## src/rtl/map_update_ctrl_pkg.sv

```systemverilog
// Shared types and constants for the maze map update controller and the tile decoder.
package map_update_ctrl_pkg;

  typedef enum logic [2:0] {
    IDLE,
    A_ACK,
    D_WAIT,
    D_ACK,
    COMMIT
  } state_t;

  localparam int NUM_CELLS_DEF = 20;
  localparam int MAP_W_DEF     = 8 * (NUM_CELLS_DEF + 1);

  localparam int ROBOT_IDX      = 0;
  localparam int FIRST_CELL_IDX = 1;

  localparam logic [7:0] ROBOT_DEFAULT       = 8'h13;
  localparam logic [7:0] CELL_DEFAULT_CORNER = 8'h3F;
  localparam logic [7:0] CELL_DEFAULT        = 8'h0F;

  // Every fourth cell starts walled on all sides; the rest start with two walls.
  function automatic logic [7:0] default_byte(input int idx);
    if (idx == ROBOT_IDX) return ROBOT_DEFAULT;
    return ((idx % 4) == 0) ? CELL_DEFAULT_CORNER : CELL_DEFAULT;
  endfunction

  function automatic logic [MAP_W_DEF-1:0] default_map_fn();
    logic [MAP_W_DEF-1:0] m;
    m = '0;
    for (int k = ROBOT_IDX; k <= NUM_CELLS_DEF; k++) begin
      m[MAP_W_DEF-1-8*k -: 8] = default_byte(k);
    end
    return m;
  endfunction

  localparam logic [MAP_W_DEF-1:0] DEFAULT_MAP = default_map_fn();

endpackage

```

## src/rtl/map_update_ctrl_sync_2ff.sv

```systemverilog
// Two-flop synchronizer for the MCU request line.
module sync_2ff (
  input  logic clk,
  input  logic rst_n,
  input  logic d,
  output logic q
);

  logic meta;

  always_ff @(posedge clk or negedge rst_n) begin
    if (!rst_n) begin
      meta <= 1'b0;
      q    <= 1'b0;
    end else begin
      meta <= d;
      q    <= meta;
    end
  end

endmodule

```

## src/rtl/map_update_ctrl.sv

```systemverilog
// Map update controller: receives address/data packets from the radio MCU and swaps them into the live map during blanking.
// Optional packet timeout in D_WAIT is built when MAP_UPDATE_TIMEOUT_EN is defined.
module map_update_ctrl
  import map_update_ctrl_pkg::*;
#(
  parameter int NUM_CELLS      = NUM_CELLS_DEF,
  parameter int MAP_W          = 8 * (NUM_CELLS + 1),
  parameter int TIMEOUT_CYCLES = 2500000
) (
  input  logic             CLOCK,
  input  logic             RESET_N,
  input  logic             REQ_IN,
  input  logic [7:0]       DATA_IN,
  input  logic             V_BLANK,
  output logic             ACK_OUT,
  output logic [MAP_W-1:0] MAP,
  output logic             UPDATE_PENDING,
  output logic             FRAME_SWAP,
  output logic [7:0]       ERR_COUNT
);

  function automatic logic [MAP_W-1:0] build_map();
    logic [MAP_W-1:0] m;
    m = '0;
    m[MAP_W-1 -: 8] = default_byte(ROBOT_IDX);
    for (int k = FIRST_CELL_IDX; k <= NUM_CELLS; k++) begin
      m[MAP_W-1-8*k -: 8] = default_byte(k);
    end
    return m;
  endfunction

  localparam logic [MAP_W-1:0] DEF_MAP   = build_map();
  localparam logic [7:0]       LAST_CELL = 8'(NUM_CELLS);

  state_t           state;
  logic             req_s;
  logic [7:0]       addr;
  logic [7:0]       data;
  logic [MAP_W-1:0] shadow;
  logic             swap_now;
  logic             commit_ok;
  logic             commit_bad;
  logic             tmo_hit;

  sync_2ff u_sync (
    .clk   (CLOCK),
    .rst_n (RESET_N),
    .d     (REQ_IN),
    .q     (req_s)
  );

  assign swap_now   = V_BLANK && UPDATE_PENDING;
  assign commit_ok  = (state == COMMIT) && (addr <= LAST_CELL);
  assign commit_bad = (state == COMMIT) && (addr > LAST_CELL);

`ifdef MAP_UPDATE_TIMEOUT_EN
  localparam int TMO_W = $clog2(TIMEOUT_CYCLES + 1);
  logic [TMO_W-1:0] tmo_cnt;

  assign tmo_hit = (state == D_WAIT) && !req_s && (tmo_cnt == TMO_W'(TIMEOUT_CYCLES - 1));

  always_ff @(posedge CLOCK or negedge RESET_N) begin
    if (!RESET_N) begin
      tmo_cnt <= '0;
    end else if (state != D_WAIT) begin
      tmo_cnt <= '0;
    end else if (!req_s) begin
      tmo_cnt <= tmo_cnt + TMO_W'(1);
    end
  end
`else
  assign tmo_hit = 1'b0;
`endif

  always_ff @(posedge CLOCK or negedge RESET_N) begin
    if (!RESET_N) begin
      state   <= IDLE;
      ACK_OUT <= 1'b0;
      addr    <= 8'h00;
      data    <= 8'h00;
    end else begin
      case (state)
        IDLE: if (req_s) begin
          addr    <= DATA_IN;
          state   <= A_ACK;
          ACK_OUT <= 1'b1;
        end
        A_ACK: if (!req_s) begin
          state   <= D_WAIT;
          ACK_OUT <= 1'b0;
        end
        D_WAIT: begin
          if (req_s) begin
            data    <= DATA_IN;
            state   <= D_ACK;
            ACK_OUT <= 1'b1;
          end else if (tmo_hit) begin
            state <= IDLE;
          end
        end
        D_ACK: if (!req_s) begin
          state   <= COMMIT;
          ACK_OUT <= 1'b0;
        end
        COMMIT: state <= IDLE;
        default: begin
          state   <= IDLE;
          ACK_OUT <= 1'b0;
        end
      endcase
    end
  end

  // A swap coinciding with a commit takes the old shadow, so pending must stay set for the new byte.
  always_ff @(posedge CLOCK or negedge RESET_N) begin
    if (!RESET_N) begin
      shadow         <= DEF_MAP;
      MAP            <= DEF_MAP;
      UPDATE_PENDING <= 1'b0;
      FRAME_SWAP     <= 1'b0;
      ERR_COUNT      <= 8'h00;
    end else begin
      FRAME_SWAP <= swap_now;
      if (swap_now) MAP <= shadow;
      if (commit_ok) begin
        for (int k = 0; k <= NUM_CELLS; k++) begin
          if (addr == k[7:0]) shadow[MAP_W-1-8*k -: 8] <= data;
        end
      end
      if (commit_ok) UPDATE_PENDING <= 1'b1;
      else if (swap_now) UPDATE_PENDING <= 1'b0;
      if ((commit_bad || tmo_hit) && (ERR_COUNT != 8'hFF)) ERR_COUNT <= ERR_COUNT + 8'd1;
    end
  end

endmodule
```

## config.mk

```make
export PLATFORM = sky130hd
export DESIGN_NAME = map_update_ctrl
export DESIGN_NICKNAME = d
export VERILOG_FILES = /design/src/rtl/map_update_ctrl_pkg.sv /design/src/rtl/map_update_ctrl_sync_2ff.sv /design/src/rtl/map_update_ctrl.sv
export SDC_FILE = /design/constraint.sdc
export NUM_CORES = 1
export LEC_CHECK = 0
export CAP_MARGIN = 0
export CORE_ASPECT_RATIO = 0.75
export CORE_MARGIN = 2
export CORE_UTILIZATION = 31
export CTS_BUF_LIST = sky130_fd_sc_hd__clkbuf_16
export DETAILED_ROUTE_END_ITERATION = 8
export GPL_TIMING_DRIVEN = 1
export HOLD_SLACK_MARGIN = 0.15
export PLACE_DENSITY = 0.52
export SYNTH_ARGS = -nofsm -noshare
export SYNTH_HDL_FRONTEND = slang
export SYNTH_SLANG_ARGS = --single-unit
export TNS_END_PERCENT = 10
```

## constraint.sdc

```tcl
create_clock -name CLOCK -period 2.1 [get_ports CLOCK]
set_clock_uncertainty 0.2 [all_clocks]
set_input_delay 0.21 -clock CLOCK [delete_from_list [all_inputs] [get_ports CLOCK]]
set_output_delay 0.21 -clock CLOCK [all_outputs]
set_load 0.02 [all_outputs]
```

== Word-level counts from Yosys, hierarchy flattened ==
Cells that the tools add are included.

* Bits of input ports: 12
* Memory bits (read-only): 0
* Memory bits (writable): 0
* Output and inout port bits: 179
* Memories kept: 0
* Register bits: 368
* Latch bits: 0

* Bitwise gates (word level): 1
* Reductions and logical operators: 34
* $add $sub $neg: 1
* Div/mod/pow operators: 0
* Shifts and indexed selects: 0
* Eq/ne operators: 31
* Mux-type cells: 10
* Order comparisons: 2
* Multipliers: 0

{| class="wikitable"
|+ Operators with widths
! kind !! count
|-
| $eq 8x4->1 const B || 8
|-
| $reduce_and 2->1 || 23
|-
| $eq 8x5->1 const B || 5
|-
| $eq 8x3->1 const B || 4
|-
| $eq 8x2->1 const B || 2
|-
| $mux 3 || 4
|-
| $pmux 3 s4 || 1
|-
| $add 8x1->8 const B || 1
|-
| $eq 8x1->1 const B || 1
|-
| $gt 8x5->1 const B || 1
|-
| $le 8x5->1 const B || 1
|-
| $logic_not 8->1 || 1
|-
| $ne 8x8->1 const B || 1
|-
| $eq 3x2->1 const B || 2
|-
| $ne 2x1->1 const B || 3
|-
| $ne 2x2->1 const B || 3
|-
| $logic_and 1x1->1 || 4
|-
| $mux 1 || 4
|-
| $reduce_and 4->1 || 1
|-
| $reduce_or 2->1 || 2
|-
| $eq 3x1->1 const B || 1
|-
| $eq 3x3->1 const B || 1
|-
| $logic_not 3->1 || 1
|-
| $pmux 1 s3 || 1
|-
| 3 further kinds || 3
|}

== Depth between registers and ports, before layout ==
Gate-level depths: netlist of the first run.

* Word-level depth: 4
* Gate-level depth with buffers: 6
* Gate-level depth less buffers: 6

== Hierarchy ==
From an unflattened synthesis of the first run, not the netlist that was laid out.

* Cell total of the unflattened synthesis: 849
* Area, all modules: 14139.8 sq um

{| class="wikitable"
|+ By module, submodules not included
! module !! area an instance (sq um) !! cells each !! times used
|-
| map_update_ctrl || 14089.8 || 847 || 1
|-
| sync_2ff || 50.0 || 2 || 1
|}

== Worst setup path after synthesis of the first run ==
OpenSTA, ideal clock, no wires.

* Path type: register -> register
* Start: reg state[1]
* End: reg shadow[60]
* Setup slack: 0.002 ns
* Library setup time: 0.125 ns
* Data arrival time: 1.773 ns
* Stages on the path, launching flop included: 6
* Buffers on the path: 0
* Cell sequence: dfrtp_1 -> nor3b_2 -> nand2_1 -> or2_4 -> nor3_4 -> mux2_2

* Word-level cells in the longest chain between the ends: 3

{| class="wikitable"
|+ RTL lines
! item !! line !! RTL
|-
| from (decl) || map_update_ctrl.sv:35 || <nowiki>state_t state;</nowiki>
|-
| from (signal assigned) || map_update_ctrl.sv:77 || <nowiki>state <= IDLE;</nowiki>
|-
| from (signal assigned) || map_update_ctrl.sv:85 || <nowiki>state <= A_ACK;</nowiki>
|-
| from (signal assigned) || map_update_ctrl.sv:89 || <nowiki>state <= D_WAIT;</nowiki>
|-
| $eq 3x3->1 || map_update_ctrl.sv:53 || <nowiki>assign commit_ok = (state == COMMIT) && (addr <= LAST_CELL);</nowiki>
|-
| $logic_and 1x1->1 || map_update_ctrl.sv:53 ||
|-
| $reduce_and 2->1 (no source line) || -- ||
|-
| to (signal, indexed assignment) || map_update_ctrl.sv:127 || <nowiki>if (addr == k[7:0]) shadow[MAP_W-1-8*k -: 8] <= data;</nowiki>
|-
| to (decl) || map_update_ctrl.sv:39 || <nowiki>logic [MAP_W-1:0] shadow;</nowiki>
|}

Every way passes these cells.
A chain may end at the register's enable or synchronous reset.

== Worst setup path after layout of the first run ==
* Start: reg addr[7]
* End: reg ERR_COUNT[7]

* Word-level cells in the longest chain between the ends: 3

{| class="wikitable"
|+ RTL lines
! item !! line !! RTL
|-
| from (decl) || map_update_ctrl.sv:37 || <nowiki>logic [7:0] addr;</nowiki>
|-
| from (signal assigned) || map_update_ctrl.sv:79 || <nowiki>addr <= 8'h00;</nowiki>
|-
| from (signal assigned) || map_update_ctrl.sv:84 || <nowiki>addr <= DATA_IN;</nowiki>
|-
| $gt 8x5->1 || map_update_ctrl.sv:54 || <nowiki>assign commit_bad = (state == COMMIT) && (addr > LAST_CELL);</nowiki>
|-
| $logic_and 1x1->1 || map_update_ctrl.sv:54 ||
|-
| $logic_and 1x1->1 || map_update_ctrl.sv:132 || <nowiki>if ((commit_bad || tmo_hit) && (ERR_COUNT != 8'hFF)) ERR_COUNT <= ERR_COUNT + 8'd1;</nowiki>
|-
| to (signal assigned) || map_update_ctrl.sv:132 ||
|-
| to (decl) || map_update_ctrl.sv:19 || <nowiki>output logic [7:0] ERR_COUNT</nowiki>
|}

Every way passes these cells.

==> out/metrics.csv, run 1 <==
metric;value;unit
clock_sinks;368;
worst_path_max_delay_cell;or3_4;
ys_seq_area_share;66.8;%
fp.dieH;189;um
setup_viol;0;
hold_class;reg2reg;
startpoint;addr[7];
maxCapViolations;0;
drtIter0Drc;342;
postRouteAntennaNets;0;
synth.distinct_cells;35;
rrSetupSlack;0.006;ns
crit_end;ERR_COUNT[7];
nets;1109;
clk_transition_reported_paths;0.06;ns
ys_warn_count;0;
cts_tree;built;
worstRegToRegCells;5;
path_cells;or3_4 -> o21ai_0 -> buf_4 -> nor3_1 -> mux2_2;
die_area;47400;um^2
rsz0062_at_grt;true;
crit_path_end_kind;flip-flop;
path_max_fanout;3;
vias_per_cell;4.64;
report.power.total;16.6;mW
synth_area_per_cell;16.7;um^2
drive_above_1_share;58.9;%
critPathKind;reg2reg;
netlist_area;14100;um^2
cts_buffers;39;
power_leakage;9.05;nW
start_util;31.5;%
placementRows;67;
min_from;u_sync.meta;
root_buffer;clkbuf_16;
wl_per_cell;20.3;um
dp_hpwl;22.3;mm
status;completed;
critPathRequiredTime;2.31;ns
grt_start_max_net_pins;71;
powerDensity;892;nW/um^2
r2r-start;addr[7];
period_share;99.7;%
grt_use_met3;2.83;%
cts.path.max_buffers;3;
grt_use_met2;23.4;%
grt_util_met1;20.9;%
whs;0.148;ns
htreeDepth;2;
die_w;251;um
io_pins;191;
antenna_found_initial;1;
syn_inst;849;
multi_input_area;4570;um^2
cpPeakStageDelay;0.42;ns
cp_data_arrival_time;2.30;ns
drv_slew;0;
grt_pass1_wl;53.3;mm
n_fill_cell;4095;
relSlewSlack;54.1;%
synth-edff-count;0;
ys.flop_type;dfstp_2;
reg2reg_to;ERR_COUNT[7];
grt_overflow;0;
insertion_delay;0.53;ns
tightest_slew;0.689;ns
routed_wl;34.8;mm
vdd_drop_max;0.437;mV
track_usage;14.8;%
top_usage_layer;met2;
fin_crit;2.09;ns
synth_nets;862;
num_vias;7940;
core_area;44800;um^2
seqCellArea;9440;um^2
synthArstFlopShare;100;%
io_buffers;190;
ys_seq_elements;368;
gp_congestion;0.757;
startpoint_type;flip-flop;
finalHoldViolCount;0;
drt-pass1-iter-count;6;
area_growth;31.5;%
drcViolationCount;0;
grt_pass1_vias;8589;
fmax;0.478;GHz
## area by class of cell
cell class	instances	area share [%]
antenna	1	0.0135
clock buffer	42	5.65
sequential	368	50.8
multi-input combinational	435	24.6
timing repair buffer	249	14.0
clock inverter	29	0.949
tap	586	3.94
inverter	3	0.0740
## cells in the mapped netlist (3+ instances only)
library cell  number  share of area (%)
dfrtp_1          182                 32
buf_2              5               0.18
nand3_1           11               0.39
dfstp_2          186                 35
nor2_1             8               0.21
nor2b_1            5               0.22
nand2_1            9               0.24
clkbuf_1          36               0.96
xnor2_1            5               0.31
o21ai_0            4               0.14
nor3_1             4               0.14
nand3_2            3               0.21
and3_1             3               0.13
nand4_1            6               0.27
mux2_2           353                 28
## sequential cells by signal (all words and copies together), names as in the netlist
signal,cells
UPDATE_PENDING,1
MAP,168
state,3
ACK_OUT,1
u_sync.meta,1
ERR_COUNT,8
u_sync.q,1
data,8
addr,8
shadow,168
FRAME_SWAP,1
## metrics by stage
stage / cell area (um^2) / std cells / setup WS, ns / util [%] / TNS (ns)
2_1_floorplan: 14100 / 849 / 0.00248 / - / 0
3_3_place_gp: 17200 / 1631 / -0.0469 / 38.3 / -0.369
3_5_place_dp: 17200 / 1631 / -0.123 / 38.3 / -2.28
4_1_cts: 18500 / 1712 / 0.000292 / 41.2 / 0
5_1_grt: 18600 / 1712 / -0.00684 / 41.4 / -0.00684
6_report: 18600 / 1713 / 0.00598 / 41.5 / 0
## metal layers
| metal | share of wire [%] | vias to the layer above |
|---|---|---|
| li1 | - | 3510 |
| met1 | 47 | 4236 |
| met2 | 47 | 144 |
| met3 | 3.9 | 50 |
| met4 | 2.0 | 0 |
| met5 | 0 | - |
## critical path, delay by kind of cell, from the launching register on
family,cells,cell delay (ns)
compound gates,1,0.42
buf+inv,1,0.20
flops,1,0.41
mux,1,0.28
simple gates,2,0.47
## power by group
group / switching [mW] / internal [mW] / leakage (nW)
sequential: 0.477 / 7.44 / 4.41
combinational: 1.37 / 0.695 / 4.01
clock: 2.76 / 3.84 / 0.632
total: 4.61 / 12.0 / 9.05
## cells in the final DEF (no fill, tap or decap), drive strengths merged, types with 4 or more instances in the layout
cell type,instances
mux2,355
dfstp,186
dfrtp,182
clkdlybuf4s50,107
buf,53
dlygate4sd2,52
clkbuf,42
dlymetal6s2s,30
inv,14
nand3,14
clkinv,13
nand2,10
nor2,9
dlygate4sd3,7
nand4,7
nor3,6
xnor2,5
nor2b,5
o21ai,4
## kinds of logic after synthesis
kind of cell,share of synthesized area [%]
DFF,66.8
muxes,28.3
and+or+nand+nor,2.87
buffers and inverters,1.27
AOI/OAI and AO/OA,0.363
xor gates and xnor gates,0.372
adders and majority gates,0.0885
## how the worst min path moves through the flow
stage | end | slack [ns] | depth (start not counted)
after floorplan | ACK_OUT | -0.29 | 0
after global routing | u_sync.q | 0.16 | 0
after CTS | u_sync.q | 0.15 | 0
final | u_sync.q | 0.15 | 0
after global placement | MAP[109] | -0.05 | 1
after detailed placement | MAP[109] | -0.05 | 1
## what timing repair did
action                                  in CTS  in global routing
setup buffers                                2                  0
endpoints found under the setup margin     126                 67
pin swaps                                    3                  1
hold buffers                                 8                  0
resized for setup                           58                 37
hold endpoints to repair                   366                  0
cloned                                       0                  0
Power figures use the tool's default switching activity.
==> inputs of run 2 (changes only) <==
DONT_BUFFER_PORTS = 1   (was not set)
PLACE_DENSITY = 0.46   (was 0.52)
==> out/metrics.csv, run 2 (synthesized netlist as in run 1, its figures left out) <==
metric;value;unit
worst_path_max_delay_cell;or3_4;
postRouteAntennaNets;0;
grt_use_met3;5.14;%
finalHoldViolCount;285;
drive_above_1_share;71.2;%
fmax;0.480;GHz
drcViolationCount;0;
drv_slew;124;
cts_buffers;41;
clkPwrFrac;41.6;%
htreeDepth;2;
nets;933;
grt_util_met1;20.8;%
final_common_cell;mux2_2;
top_usage_layer;met2;
grt_overflow;0;
track_usage;14.7;%
rsz0062_at_grt;true;
reg_top3;MAP: 168 flops, shadow: 168 flops;
drtIter0Drc;317;
placementRows;67;
antenna_found_initial;4;
cts.path.max_buffers;3;
path_max_fanout;8;
period_share;99.3;%
path_cells;buf_4 -> or3_4 -> nor3b_4 -> nand3_2 -> buf_6 -> mux2_2;
core_area;44800;um^2
root_buffer;clkbuf_16;
vdd_drop_max;0.451;mV
grt_pass1_vias;7540;
cts_tree;built;
power_leakage;7.70;nW
fin_area;16800;um^2
die_w;251;um
switching_power;4.68;mW
critPathRequiredTime;2.33;ns
crit_path_end_kind;flip-flop;
io_pins;191;
clk_transition_reported_paths;0.06;ns
tightest_slew;1.67;ns
dp_hpwl;21.1;mm
powerDensity;1010;nW/um^2
final_cell_mix;353 x mux2_2, 186 x dfstp_2, 180 x dfrtp_1;
wl_per_cell;22.3;um
gp_congestion;0.714;
p_comb_share;11.4;%
whs;-0.822;ns
setup_viol;0;
grt_use_met2;21.5;%
cp_data_arrival_time;2.32;ns
maxCapViolations;0;
hold_buffers;11;
fp.dieH;189;um
num_vias;7272;
fin_crit;2.09;ns
die_area;47400;um^2
area_growth;19.1;%
routed_wl;34.4;mm
violations;negative hold slack, max-slew violations;
p_int;12.3;mW
start_util;31.5;%
drt-pass1-iter-count;4;
hold_class;in2async;
clock_sinks;368;
vias_per_cell;4.72;
post_dp_cell_area;15300;um^2
seqPwrFrac;46.9;%
p_sw_share;27.6;%
insertion_delay;0.55;ns
status;finished with violations;
startpoint_type;flip-flop;
grt_start_max_net_pins;369;
grt_pass1_wl;51.7;mm
critPathKind;reg2reg;
io_buffers;0;
cpPeakStageDelay;0.38;ns
finalCoreUtilization;37.5;%
relSlewSlack;-11.4;%
[run 2: final timing paths]
| path | start | endpoint | slack [ns] | cells past startpoint |
|---|---|---|---|---|
| min reg2reg | u_sync.meta | u_sync.q | 0.15 | 0 |
| max | addr[5] | shadow[6] | 0.01 | 6 |
| max in group asynchronous | RESET_N | MAP[55] | 1.21 | 0 |
| min | RESET_N | MAP[102] | -0.82 | 0 |
| max reg2reg | addr[5] | shadow[6] | 0.01 | 6 |
| min in group CLOCK | u_sync.meta | u_sync.q | 0.15 | 0 |
[run 2: timing repair]
item | 4_1_cts | 5_1_grt
setup buffers | 0 | 3
gates resized for setup | 10 | 9
pin swaps | 2 | 7
endpoints found under the hold margin | 407 | 368
setup endpoints to repair | 79 | 94
[run 2: power groups by stage]
stage          clock network, mW  registers (mW)  logic [mW]
6_report                    7.07            7.98        1.94
5_1_grt                     7.67            8.06        2.12
4_1_cts                     7.36            8.00        1.99
3_5_place_dp                   0            8.12        1.92
3_3_place_gp                   0            8.12        1.91
2_1_floorplan                  0            7.78       0.973
[run 2: critical path, delay by kind of cell, from the launching register on]
family | cells | cell delay, ns
AND/OR/NAND/NOR | 3 | 0.83
flip-flops | 1 | 0.37
multiplexers | 1 | 0.27
buffers and inverters | 2 | 0.29
[run 2: per-layer routing]
metal  wire length, um  vias to the layer above
met1             16400                     3908
met5                27                        -
li1                  -                     3178
met4               556                        4
met3              2300                       41
met2             15100                      141
[run 2: metrics by stage]
stage / setup TNS (ns) / instances / power [mW] / setup WS [ns]
after floorplan: 0 / 849 / 8.76 / 0.00248
after global placement: -10.75 / 1449 / 10.0 / -0.278
after detailed placement: -8.21 / 1449 / 10.0 / -0.284
after CTS: -0.0342 / 1536 / 17.3 / -0.00966
after global routing: -1.57 / 1541 / 17.8 / -0.0806
final: 0 / 1542 / 17.0 / 0.0146
[run 2: cell type report]
class,count,area [um^2]
clock inverter,32,224
tap,586,733
sequential,368,9440
fill,4199,28000
antenna,3,7.51
inverter,3,13.8
clock buffer,44,1100
multi-input combinational,435,4590
timing repair buffer,71,726
==> inputs of run 3 (changes only) <==
CORE_ASPECT_RATIO = 0.7   (was 0.75)
GPL_ROUTABILITY_DRIVEN = 0   (was not set)
SKIP_CTS_REPAIR_TIMING = 1   (was not set)
==> out/metrics.csv, run 3 (synthesized netlist as in run 1, its figures left out) <==
metric;value;unit
path_max_fanout;8;
rrSetupSlack;0.07;ns
io_pins;191;
violations;negative hold slack;
powerDensity;983;nW/um^2
routed_wl;34.3;mm
grt_pass1_vias;7649;
critPathKind;reg2reg;
cp_data_arrival_time;2.25;ns
cts_buffers;39;
tightest_slew;0.790;ns
status;finished with violations;
switching_power;4.51;mW
whs;-0.808;ns
clkPwrFrac;39.8;%
dp_slack;-0.0919;ns
crit_path_end_kind;flip-flop;
drive_above_1_share;70.8;%
drtIter0Drc;255;
n_fill_cell;4281;
p_comb_share;12.1;%
drt-pass1-iter-count;4;
final.setup.worst_slack;0.0691;ns
final_cell_mix;353 x mux2_2, 186 x dfstp_2, 181 x dfrtp_1;
wl_per_cell;22.1;um
clock_sinks;368;
grt_start_max_net_pins;369;
vias_per_cell;4.64;
fin_crit;2.03;ns
io_buffers;0;
start_util;31.4;%
p_int;11.9;mW
die_area;47400;um^2
fmax;0.492;GHz
power_leakage;7.64;nW
final_common_cell;mux2_2;
antenna_found_initial;0;
cts.path.max_buffers;3;
p_sw_share;27.5;%
reg2reg_to;shadow[6];
root_buffer;clkbuf_16;
vdd_drop_max;0.411;mV
grt_overflow;0;
cts_tree;built;
startpoint_type;flip-flop;
dp_hpwl;21.7;mm
tns;0;ns
drv_slew;0;
clk_transition_reported_paths;0.06;ns
postRouteAntennaNets;0;
die_w;259;um
insertion_delay;0.53;ns
num_vias;7200;
core_area;45100;um^2
maxCapViolations;0;
rsz0062_at_grt;true;
seqPwrFrac;48.1;%
drcViolationCount;0;
relSlewSlack;47.4;%
track_usage;14.7;%
r2r-start;addr[7];
nets;930;
crit_end;shadow[6];
startpoint;addr[7];
period_share;96.7;%
reg_top3;MAP: 168 flops, shadow: 168 flops;
setup_viol;0;
placementRows;65;
htreeDepth;2;
fp.dieH;183;um
critPathRequiredTime;2.31;ns
finalHoldViolCount;368;
area_growth;18.0;%
grt_pass1_wl;51.8;mm
worstRegToRegCells;5;
hold_class;in2async;
## run 3: power by group through the flow
stage                     sequential (mW)  combinational (mW)  clock (mW)
after CTS                            7.89                2.00        6.82
after floorplan                      7.78               0.973           0
final                                7.89                1.99        6.52
after detailed placement             8.00                2.00           0
after global placement               8.00                2.00           0
after global routing                 7.94                2.18        7.15
## run 3: cell type report
cell class	instances	area [um^2]	area share, %
inverter	3	13.8	0.0825
sequential	368	9440	56.6
multi-input combinational	435	4560	27.4
timing repair buffer	70	707	4.24
clock inverter	29	169	1.01
tap	603	754	4.52
antenna	3	7.51	0.0450
clock buffer	41	1030	6.15
## run 3: worst max-delay path, stage by stage (launching register included)
cell and delay (ns):
dfrtp_1 0.40, or3_4 0.41, nor3b_4 0.27, nand3_1 0.13, buf_4 0.21, mux2_2 0.28
## run 3: how the worst min path moves through the flow
stage / to / slack (ns) / cells past startpoint
floorplan: ACK_OUT / -0.29 / 0
global placement: MAP[124] / -0.27 / 0
detailed placement: MAP[124] / -0.26 / 0
CTS: MAP[126] / -0.84 / 0
global route: MAP[124] / -0.86 / 0
finish: MAP[124] / -0.81 / 0
## run 3: per-stage QoR
stage	std cells	power, mW	utilization [%]	area, um^2
after global placement	1468	10.0	34.0	15300
final	1552	16.4	37.0	16700
after floorplan	849	8.76	-	14100
after global routing	1549	17.3	37.0	16700
after CTS	1538	16.7	36.7	16500
after detailed placement	1468	10.0	34.0	15300
## run 3: routing by layer
metal / wire [um] / track usage (%) / up-vias / share of wire [%]
met5: 0 / 0 / - / 0
met1: 16400 / 20.7 / 3876 / 48
met4: 581 / 3.59 / 0 / 1.7
met2: 15200 / 22.1 / 130 / 44
met3: 2210 / 4.76 / 45 / 6.4
li1: - / - / 3149 / -
==> variant: new RTL, config.mk and constraints of run 3 <==
The 5 states of `state_t` get a one-hot encoding in 5 bits.
--- a/src/rtl/map_update_ctrl_pkg.sv
+++ b/src/rtl/map_update_ctrl_pkg.sv
@@ -3,8 +3,8 @@
 
-  typedef enum logic [2:0] {
-    IDLE,
-    A_ACK,
-    D_WAIT,
-    D_ACK,
-    COMMIT
+  typedef enum logic [4:0] {
+    IDLE   = 5'b00001,
+    A_ACK  = 5'b00010,
+    D_WAIT = 5'b00100,
+    D_ACK  = 5'b01000,
+    COMMIT = 5'b10000
   } state_t;
Behaviour: no difference found for any inputs over 4 cycles, from zero or initial values and one cycle with RESET_N low; so few cycles prove little.
==> variant against run 3 <==
  * The flow finishes with violations (negative hold slack, negative setup slack)
  * Synthesized area grew 1.6%
  * Sequential cell count grew 2
  * Final area grew 4.6%
  * Sequential share of layout area shrank 2.2 points
  * Die area grew 1.6%
  * Maximum frequency shrank 6.3%
  * Clock power grew 4.6%
  * Count of clock-buffer cells in the layout is the same
  * Worst hold slack gained 9.2 ps
  * Routed wire length grew 3.7%
  * Setup slack lost 140 ps
  * Total power grew 1.1%
==> variant: results (changes against run 3) <==
Outcome
  – Status: complete, but fails checks (unchanged)
  – Violated checks: negative hold slack, negative setup slack (was negative hold slack)

Global routing
  – Largest net degree at the start of global routing: 371 (was 369)
  – Gr usage total: 14.67% (was 14.74%)
  – First-pass GRT wire length: 52740 um (was 51850 um)
  – Initial antenna violation count: 3 (was 0)
  – Vias in the first global route: 7759 (was 7649)

CTS
  – H-tree Lvls: 2 (unchanged)
  – Root buffer cell: clkbuf_16 (unchanged)
  – Reg clk slew, reported paths: 60 ps (about the same)
  – CTS Buffer Depth: 3 (unchanged)
  – CTS buffer count: 41 (was 39)
  – Worst skew pair latency: approximately 540 ps

Power
  – Cell leakage power: 7.815 nW (was 7.636 nW)
  – VDD IR max: 0.4860 mV (was 0.4115 mV)

Drt
  – Drt first pass iters: 4 (unchanged)
  – WL per Instance: 22.46 um (was 22.13 um)
  – Iter 0 DRT Violations: 432 (was 255)
  – Vias per cell: 4.676 (was 4.639)

Cells and area
  – Fraction of layout cells with a size suffix above 1: 70.85% (was 70.82%)
  – Nets: 962 (was 930)
  – Filler Cell Count: 4235 (was 4281)
  – Biggest regs: MAP: 168 flops, shadow: 168 flops (unchanged)

Timing
  – Hold Worst Slack: -798.5 ps (was -807.6 ps)
  – Final WS setup: -67.81 ps (was 69.11 ps)
  – Final setup TNS: -886.7 ps (was 0 ps)
  – Worst Tran Pin Value: 665.6 ps (was 789.7 ps)
  – Setup violations, final: 25 (was 0)
  – Fin. Hold Viols: 370 (was 368)

Setup path
  – Reg2reg path depth: 6 (was 5)
  – CP peak stage delay: 410 ps (about the same)
  – CP top delay family: simple AND/OR/NAND/NOR gates (unchanged)
  – WP data arrival: 2390 ps (was 2250 ps)
  – FF-to-FF End: shadow[116] (was shadow[6])
  – Setup CP Type: reg2reg (unchanged)
  – Worst Setup SP: state[1] (was addr[7])
  – Slowest cell on crit path: dfrtp_1 (was or3_4)
  – Crit path max fanout: 8 (unchanged)
  – FF-to-FF Start: state[1] (was addr[7])

Yosys
  – Most used DFF post-synth: dfstp_2 (unchanged)
  – Synth Net Count: 879 (was 862)
  – Ys async rst share: 100.0% (unchanged)
  – Sequential cell area fraction in the yosys report: 66.07% (was 66.77%)
  – Top cells by area, synth: dfstp_2 34%, dfrtp_1 32%, mux2_2 28%, nor2_2 0.61%, clkbuf_1 0.60% (was dfstp_2 35%, dfrtp_1 32%, mux2_2 28%, clkbuf_1 0.96%, nand3_1 0.39%)
  – Unique masters post-synth: 41 (was 35)
  – Ys Warns: 0 (unchanged)
  – Most instantiated cells after synthesis: 355 x mux2_2, 187 x dfstp_2, 183 x dfrtp_1, 23 x clkbuf_1, 15 x buf_1 (was 353 x mux2_2, 186 x dfstp_2, 182 x dfrtp_1, 36 x clkbuf_1, 11 x nand3_1)

Hold path
  – Hold/Removal Path Class: in2async (unchanged)

Placement
  – Area after DPL: 15760 um^2 (was 15330 um^2)
  – Post-DP HPWL: 22340 um (was 21650 um)
## variant: cell types whose count changed after synthesis, sizes merged, moves of 5 or more
cell and change:
clkbuf -13, nor4 +5, nor2 +13, nand3 -9
buf +11, xor2 +6
## variant: cells by family (layout without fill, tap and decap cells)
family	after synthesis	in the layout	synth area share [%]
other	0	1	0
muxes	356	356	27.90
and+or+nand+nor	77	77	3.710
buffers and inverters	43	158	1.210
AOI/OAI and AO/OA	10	10	0.4704
DFF	370	370	66.07
xor gates and xnor gates	9	9	0.5487
adders and majority gates	1	1	0.08707
## variant: area by class of cell
type,count,area (um^2),share of cell area (%)
sequential,370,9493,54.40
multi-input combinational,453,4990,28.59
antenna,1,2.502,0.01434
tap,603,754.5,4.324
timing repair buffer,81,940.9,5.392
clock buffer,41,1026,5.879
clock inverter,34,234.0,1.341
inverter,2,10.01,0.05736
## variant: metrics by stage
step / worst slack [ps] / power (mW) / cells
2_1_floorplan: -158.9 / 8.622 / 866
3_3_place_gp: -147.5 / 9.817 / 1495
3_5_place_dp: -163.8 / 9.837 / 1495
4_1_cts: -175.1 / 16.81 / 1570
5_1_grt: -111.2 / 17.38 / 1585
6_report: -67.81 / 16.58 / 1585
## variant: per-layer routing
metal / wire length (um) / GRT usage (%)
met1: 16340 / 19.99
met2: 16610 / 22.91
met3: 2011 / 4.318
met4: 637 / 3.614
met5: 0 / 0
## variant: worst register-to-register path, delay by kind of cell (launching register included)
kind,cells,cell delay (ps)
buffers and inverters,2,340
AND/OR/NAND/NOR,3,810
flip-flops,1,410
multiplexers,1,300
## variant: report_power, final
| group | switching, mW | internal [mW] |
|---|---|---|
| Clock | 2.90 | 3.92 |
| Sequential | 0.406 | 7.35 |
| Combinational | 1.29 | 0.721 |
| Total | 4.59 | 12.0 |
